**src/rtl/rtc_bus_ctrl.sv**
```systemverilog
// Bus-cycle engine for the multiplexed address/data RTC port: one address write
// followed by one data write or data read per request, each bus phase T_PHASE cycles long.
module rtc_bus_ctrl #(
   parameter int T_PHASE = 8
) (
   input  logic       clk,
   input  logic       reset,
   input  logic       en,
   input  logic       tr,
   input  logic [7:0] dato_dir,
   input  logic [7:0] bus_in,
   output logic [7:0] bus_out,
   output logic       bus_oe,
   output logic       cs_n,
   output logic       rd_n,
   output logic       wr_n,
   output logic       ad_n,
   output logic       dir,
   output logic       dat,
   output logic       dat2,
   output logic       cambio_estado,
   output logic       cambio_estado2,
   output logic [7:0] dato_l,
   output logic       busy
);

   localparam logic [4:0] IDLE    = 5'd0;
   localparam logic [4:0] REQ_A   = 5'd1;
   localparam logic [4:0] LATCH_A = 5'd2;
   localparam logic [4:0] A_SET   = 5'd3;
   localparam logic [4:0] A_STB   = 5'd4;
   localparam logic [4:0] A_HLD   = 5'd5;
   localparam logic [4:0] REQ_D   = 5'd6;
   localparam logic [4:0] DECIDE  = 5'd7;
   localparam logic [4:0] W_SET   = 5'd8;
   localparam logic [4:0] W_STB   = 5'd9;
   localparam logic [4:0] W_HLD   = 5'd10;
   localparam logic [4:0] DONE_W  = 5'd11;
   localparam logic [4:0] R_SET   = 5'd12;
   localparam logic [4:0] R_STB   = 5'd13;
   localparam logic [4:0] R_HLD   = 5'd14;
   localparam logic [4:0] STRB    = 5'd15;
   localparam logic [4:0] DONE_R  = 5'd16;
   localparam logic [4:0] REC     = 5'd17;

   localparam logic [7:0] PH_LAST = 8'(T_PHASE - 1);

   logic [4:0] state;
   logic [4:0] state_d;
   logic [7:0] cnt;
   logic [7:0] addr;
   logic [7:0] wdata;
   logic       ph_end;

   // Line levels for a state, packed as {cs_n, rd_n, wr_n, ad_n, bus_oe, dir, dat, dat2, ce, ce2, busy}.
   function automatic logic [10:0] decode(input logic [4:0] s);
      logic c, r, w, a, o;
      c = 1'b1;
      r = 1'b1;
      w = 1'b1;
      a = 1'b1;
      o = 1'b0;
      case (s)
         A_SET, A_HLD: begin c = 1'b0; a = 1'b0; o = 1'b1; end
         A_STB:        begin c = 1'b0; a = 1'b0; o = 1'b1; w = 1'b0; end
         W_SET, W_HLD: begin c = 1'b0; o = 1'b1; end
         W_STB:        begin c = 1'b0; o = 1'b1; w = 1'b0; end
         R_SET, R_HLD: begin c = 1'b0; end
         R_STB:        begin c = 1'b0; r = 1'b0; end
         default:      begin end
      endcase
      return {c, r, w, a, o, (s == REQ_A), (s == REQ_D), (s == STRB),
              (s == DONE_W), (s == DONE_R), (s != IDLE)};
   endfunction

   assign ph_end = (cnt == 8'd0);

   always_comb begin
      state_d = state;
      case (state)
         IDLE:    if (en) state_d = REQ_A;
         REQ_A:   state_d = LATCH_A;
         LATCH_A: state_d = A_SET;
         A_SET:   if (ph_end) state_d = A_STB;
         A_STB:   if (ph_end) state_d = A_HLD;
         A_HLD:   if (ph_end) state_d = REQ_D;
         REQ_D:   state_d = DECIDE;
         DECIDE:  state_d = tr ? W_SET : R_SET;
         W_SET:   if (ph_end) state_d = W_STB;
         W_STB:   if (ph_end) state_d = W_HLD;
         W_HLD:   if (ph_end) state_d = DONE_W;
         DONE_W:  state_d = REC;
         R_SET:   if (ph_end) state_d = R_STB;
         R_STB:   if (ph_end) state_d = R_HLD;
         R_HLD:   if (ph_end) state_d = STRB;
         STRB:    state_d = DONE_R;
         DONE_R:  state_d = REC;
         REC:     if (ph_end) state_d = IDLE;
         default: state_d = IDLE;
      endcase
   end

   // Lines are registered from the next state so the RTC strobes never glitch.
   always_ff @(posedge clk or negedge reset) begin
      if (!reset) begin
         state  <= IDLE;
         cnt    <= 8'd0;
         dato_l <= 8'd0;
         {cs_n, rd_n, wr_n, ad_n, bus_oe, dir, dat, dat2,
          cambio_estado, cambio_estado2, busy} <= decode(IDLE);
      end else begin
         state <= state_d;
         if (state_d != state)
            cnt <= PH_LAST;
         else if (!ph_end)
            cnt <= cnt - 8'd1;
         if (state == R_STB && ph_end)
            dato_l <= bus_in;
         {cs_n, rd_n, wr_n, ad_n, bus_oe, dir, dat, dat2,
          cambio_estado, cambio_estado2, busy} <= decode(state_d);
      end
   end

   always_ff @(posedge clk) begin
      if (state == LATCH_A)
         addr <= dato_dir;
      if (state == DECIDE && tr)
         wdata <= dato_dir;
   end

   assign bus_out = bus_oe ? (ad_n ? wdata : addr) : 8'h00;

endmodule

```
**config.mk**
```make
export PLATFORM = sky130hd
export DESIGN_NAME = rtc_bus_ctrl
export DESIGN_NICKNAME = d
export VERILOG_FILES = /design/src/rtl/rtc_bus_ctrl.sv
export SDC_FILE = /design/constraint.sdc
export NUM_CORES = 1
export LEC_CHECK = 0
export CORE_MARGIN = 5
export CORE_UTILIZATION = 46
export DETAILED_ROUTE_END_ITERATION = 8
export PLACE_DENSITY_LB_ADDON = 0.1
export SLEW_MARGIN = 20
export SYNTH_ARGS = -nofsm -noshare
export SYNTH_HDL_FRONTEND = slang
export SYNTH_SLANG_ARGS = --single-unit
```
**constraint.sdc**
```tcl
create_clock -name clk -period 2.3 [get_ports clk]
set_clock_uncertainty 0.1 [all_clocks]
set_input_delay 0.69 -clock clk [delete_from_list [all_inputs] [get_ports clk]]
set_output_delay 0.69 -clock clk [all_outputs]
set_load 0.02 [all_outputs]
```
Word level (Yosys, flattened, before mapping)

Cells that the tools add are included.

$add $sub $neg: 1
Multiplexer cells: 22
Equality and inequality tests: 33
Reduce and logical (&&, ||, !) cells: 10

Operators by type and width:

| cell                                                                   | count |
|---|---|
| 5-bit case mux with 17 select lines                                    | 1 |
| 5-bit by 4-bit equality test with 1-bit output (second input constant) | 16 |
| 5-bit two-way mux                                                      | 11 |
| 5-bit by 3-bit equality test with 1-bit output (second input constant) | 7 |
| 8-bit two-way mux                                                      | 4 |
| 5-bit by 2-bit equality test with 1-bit output (second input constant) | 3 |
| 5-bit equality test (second input constant)                            | 3 |
| 5-bit by 1-bit equality test with 1-bit output (second input constant) | 2 |
| 9-bit OR reduction                                                     | 1 |
| 8-bit logical NOT                                                      | 1 |
| 8-bit by 1-bit subtractor with 8-bit output (second input constant)    | 1 |
| 6-bit OR reduction                                                     | 1 |
| 5-bit logical NOT                                                      | 1 |
| 1-bit two-way mux                                                      | 5 |
| 5-bit != test                                                          | 1 |
| 5-bit nonzero test                                                     | 1 |
| 2-bit OR reduction                                                     | 2 |
| 3-bit two-way mux                                                      | 1 |
| 3-bit OR reduction                                                     | 1 |
| 1-bit logical AND                                                      | 2 |
| 2-bit by 1-bit != test with 1-bit output (second input constant)       | 1 |

Register bits after elaboration: 48
Output and inout bits: 27
Bits of input ports: 20
Word-level logic and storage cells: 82

Longest topological paths before layout

Word-level depth: 6
Gate-level depth with buffers: 9
Depth with buffers taken out: 8

Worst setup path after synthesis

Ideal clock, no wire load.

Path kind: register to register
From: register cnt[0]
To: register ad_n
Cell stages (with the launch flop): 9
Slack: 0.058 ns
Setup time: 0.094 ns
Clock period less this slack: 2.242 ns
Data required time: 2.106 ns
Path buffers: 1
Data arrival time: 2.048 ns
Path through: dfrtp_1 -> inv_1 -> ha_1 -> or4b_1 -> buf_6 -> a2111oi_4 -> a2bb2oi_2 -> a211oi_1 -> o21ai_1

Longest elaborated chain between the ends: 6
Elaborated cells on any way between the ends: 17
Classes of those cells: eq/ne: 3; mux: 12; reduce/logical: 2

RTL lines:

| what                                                                                                             | RTL line | RTL |
|---|---|---|
| start: declaration                                                                                               | 50       | `logic [7:0] cnt;` |
| start signal: assignment                                                                                         | 116      | `cnt <= cnt - 8'd1;` |
| 8-bit logical NOT (*)                                                                                            | 76       | `assign ph_end = (cnt == 8'd0);` |
| 5-bit two-way mux (tied with other cells)                                                                        | 98       | `REC: if (ph_end) state_d = IDLE;` |
| 5-bit case mux with 17 select lines (*)                                                                          | 80       | `case (state)` |
| 5-bit by 3-bit equality test with 1-bit output or 5-bit by 2-bit equality test with 1-bit output (tied branches) | 63       | `case (s)` |
| 3-bit OR reduction (no source line) (*)                                                                          | -        |  |
| 1-bit two-way mux (*)                                                                                            | 63       |  |
| end: declaration                                                                                                 | 17       | `output logic ad_n,` |

Every way passes the cells marked *; elsewhere a longest branch is shown, timed or not.
A chain may end at the register's enable or synchronous reset.

Worst setup path after layout

From: register cnt[0]
To: register cs_n

Longest elaborated chain between the ends: 6
Elaborated cells on any way between the ends: 23
Classes of those cells: eq/ne: 9; mux: 12; reduce/logical: 2

RTL lines:

| what                                                                   | RTL line | RTL |
|---|---|---|
| 8-bit logical NOT (*)                                                  | 76       |  |
| 5-bit two-way mux (tied with other cells)                              | 98       |  |
| 5-bit case mux with 17 select lines (*)                                | 80       |  |
| net state_d[0]                                                         | 49       | `logic [4:0] state_d;` |
| 5-bit by 4-bit equality test with 1-bit output (tied with other cells) | 63       |  |
| 9-bit OR reduction (no source line) (*)                                | -        |  |
| 1-bit two-way mux (*)                                                  | 63       |  |
| end: declaration                                                       | 14       | `output logic cs_n,` |

The timed path passes the listed nets; every way through them passes the cells marked *.

==> results.yml <==
job:
  cap_violations: 0
cells_and_area:
  final_layout_size_suffix_gt1_frac: 0.3379
  final_nets: 313
  finalNonFillerCells: 363
  area_growth_pct: 42.99
  n_antenna_cell: 0
sta:
  grt_setup_unrepaired: "yes"
  setup_viol: 0
  slew_headroom: 0.5875
  worst_pin_slew_ns: 0.6171
  holdWs_ns: 0.4091
  fmax_mhz: 450.2
  setup_slack_ns: 0.07890
  hold_violations: 0
  final_max_slew_viol_count: 0
  setup_tns_ns: 0
  finalCriticalPeriod_ns: 2.221
  period_share: 0.9657
global_route:
  grtUsageMet3: 0.03471
  grt_overflow: 0
  grt_max_degree: 33
  antenna_found_initial: 0
  track_usage: 0.1766
  top_usage_layer: "met2"
  grt_first_pass_wirelength_um: 9032
  grt_pass1_vias: 1908
  met1_usage: 0.2343
  grt_use_met2: 0.2932
route:
  drtAntennaViolNets: 0
  wl_um: 5645
  wl_per_cell_um: 15.55
  drt_iter0_markers: 74
  dr.pass1.iters: 4
  vias: 1916
  via_per_inst: 5.278
  drc: 0
floorplanning:
  core_area_um2: 5075
  die_w_um: 82.12
  rows: 26
  die_y_um: 82.12
  pin_count: 47
  start_util: 0.4714
  die_area_um2: 6743
critical_path:
  worst_path_max_delay_cell: "or4b_4"
  path_cells: "inv_2, ha_4, or4b_4, buf_6, o21ai_4, a2bb2oi_4, nand2_2, o221a_4"
  cp_max_fo: 4
  endpoint_kind: "register"
  critPathKind: "register to register"
  arrival_ns: 2.36
  cpPeakStageDelay_ns: 0.52
  critPathLaunchType: "register"
  timing.critical_path.required_ns: 2.44
  reg2reg_depth: 8
placed_design:
  dp_hpwl_um: 4056
  dp_slack_ns: -0.3616
  gp_congestion: 0.8654
  port_buffers: 46
  dp_cells: 348
cts:
  cts_sinks: 48
  path_clk_slew_ns: 0.09
  htreeDepth: 2
  cts_made_buffers: 5
  clock_path_buffers: 2
  hold_buffers: 0
  cts_tree: "done"
  insertion_delay_ns: 0.30
  cts_root_buffer: "clkbuf_8"
yosys:
  synth-compound-area-share: 0.1391
  synth_ff_type: "dfrtp_1"
  synthesis.nets: 228
  avgSynthCellArea_um2: 11.56
  mappedNetlistArea_um2: 2392
  synth_top_family_by_area: "simple AND/OR/NAND/NOR gates"
  synth_xor_area_frac: 0.01098
  synthAdderAreaFrac: 0.005230
  async_flop_share: 0.6667
  synth-edff-count: 16
  syn_inst: 207
  ys_ff_latch: 48
  synth_cell_type_count: 59
  synthMuxAreaShare: 0.07531
  yosysWarnings: 0
  synthSimpleGateAreaFrac: 0.1993
  ys_seq_area_frac: 0.5377
outcome:
  run_status: "complete, no violations"
power_and_ir_drop:
  p_leak_nw: 1.446
  power_density_nw_per_um2: 866.0
  vdd_drop_max_uv: 431.8
  finalPower_mw: 2.962
hold_path:
  hold_depth: 1
  hp-class: "register to register"
## critical path: cells and delay by family, from the launching register on
family          cells  cell delay, ns
flops               1            0.40
buf+inv             2            0.25
simple gates        2            0.62
fa+ha+maj           1            0.13
compound gates      3            0.66
## power by group
part | internal (mW) | leakage, nW | switching, mW
registers | 0.992 | 0.528 | 0.113
clock network | 0.323 | 0.0552 | 0.271
logic | 0.617 | 0.863 | 0.648
total | 1.93 | 1.45 | 1.03
## logic make-up after synthesis
group | after synthesis
xor+xnor | 3
buf+inv | 18
simple gates | 79
mux | 17
flops | 48
compound gates | 41
fa+ha+maj | 1
## metal layers
layer / part of all wire / routed length, um / vias to the layer above
met1: 0.46 / 2596 / 921
met3: 0.044 / 247 / 5
met4: 0.0081 / 46 / 0
met5: 0 / 0 / -
met2: 0.49 / 2754 / 47
li1: - / - / 943
## state kept, by name (all words and copies together), names as in the netlist, 5 cells and up
signal / cells
state: 5
wdata: 8
dato_l: 8
addr: 8
cnt: 8
## placed cells by master (no fill, tap or decap), drive strengths merged, types with 2 or more instances in the layout
master | synthesis | layout
buf | 4 | 50
clkdlybuf4s50 | 0 | 37
dfrtp | 28 | 28
edfxtp | 16 | 16
nor3 | 16 | 16
nand2 | 12 | 12
nor2b | 10 | 10
mux2i | 9 | 9
o21ai | 9 | 9
mux2 | 8 | 8
inv | 8 | 8
nor2 | 7 | 7
clkbuf | 6 | 6
a21oi | 5 | 5
nor3b | 4 | 4
nand3 | 4 | 4
dfstp | 4 | 4
o211ai | 4 | 4
nand2b | 3 | 3
and2 | 3 | 3
or4b | 3 | 3
nor4 | 3 | 3
or3 | 3 | 3
o22ai | 2 | 2
and3 | 2 | 2
o311a | 2 | 2
and4 | 2 | 2
a21o | 2 | 2
a211oi | 2 | 2
xnor2 | 2 | 2
a2111oi | 2 | 2
or2 | 2 | 2
nor4b | 2 | 2
o221a | 2 | 2
nand4 | 2 | 2
a22oi | 2 | 2
## worst paths after layout
check | from | end | slack (ns)
setup / recovery | cnt[0] | cs_n | 0.08
hold / removal | dato_l[7] | dato_l[7] | 0.41
setup reg to reg | cnt[0] | cs_n | 0.08
hold reg to reg | dato_l[7] | dato_l[7] | 0.41
max in group asynchronous | reset | rd_n | 1.09
min in group asynchronous | reset | cnt[3] | 0.69
## cells in the mapped netlist (all sizes together), types with 2 or more instances
| library cell | n | area share |
|---|---|---|
| o22ai | 2 | 0.0052 |
| or3 | 3 | 0.0078 |
| nor2 | 7 | 0.018 |
| xnor2 | 2 | 0.0073 |
| and2 | 3 | 0.0078 |
| nand2 | 12 | 0.020 |
| and4 | 2 | 0.0073 |
| o211ai | 4 | 0.015 |
| clkbuf | 6 | 0.0094 |
| dfrtp | 28 | 0.29 |
| nor4 | 3 | 0.0078 |
| o221a | 2 | 0.0094 |
| or2 | 2 | 0.0052 |
| a2111oi | 2 | 0.015 |
| nor3 | 16 | 0.033 |
| a211oi | 2 | 0.0063 |
| dfstp | 4 | 0.044 |
| inv | 8 | 0.013 |
| edfxtp | 16 | 0.20 |
| a21o | 2 | 0.0063 |
| buf | 4 | 0.010 |
| and3 | 2 | 0.0052 |
| o311a | 2 | 0.0084 |
| mux2i | 9 | 0.038 |
| nor2b | 10 | 0.026 |
| or4b | 3 | 0.013 |
| nand2b | 3 | 0.0078 |
| nand4 | 2 | 0.0078 |
| nor4b | 2 | 0.0073 |
| nor3b | 4 | 0.013 |
| a21oi | 5 | 0.010 |
| o21ai | 9 | 0.020 |
| mux2 | 8 | 0.038 |
| a22oi | 2 | 0.0084 |
| nand3 | 4 | 0.0084 |
## layout make-up
cell class	instances	area (um2)
Sequential cell	48	1289
Timing Repair Buffer	88	754.5
Tap cell	70	87.58
Multi-Input combinational cell	141	1152
Inverter	8	30.03
Clock inverter	2	35.03
Clock buffer	6	72.57
Fill cell	429	1654
## per-stage QoR
| step | instance area, um2 | utilization |
|---|---|---|
| after floorplan | 2392 | - |
| after global placement | 3168 | 0.6243 |
| after detailed placement | 3168 | 0.6243 |
| after CTS | 3334 | 0.6571 |
| after global routing | 3421 | 0.6741 |
| final | 3421 | 0.6741 |
## repair_timing
item / 4_1_cts / 5_1_grt
pin swaps: 6 / 4
setup endpoints to repair: 31 / 29
setup buffers: 2 / 6
resized for setup: 36 / 25
No activity file was read; power rests on OpenSTA's default activity.
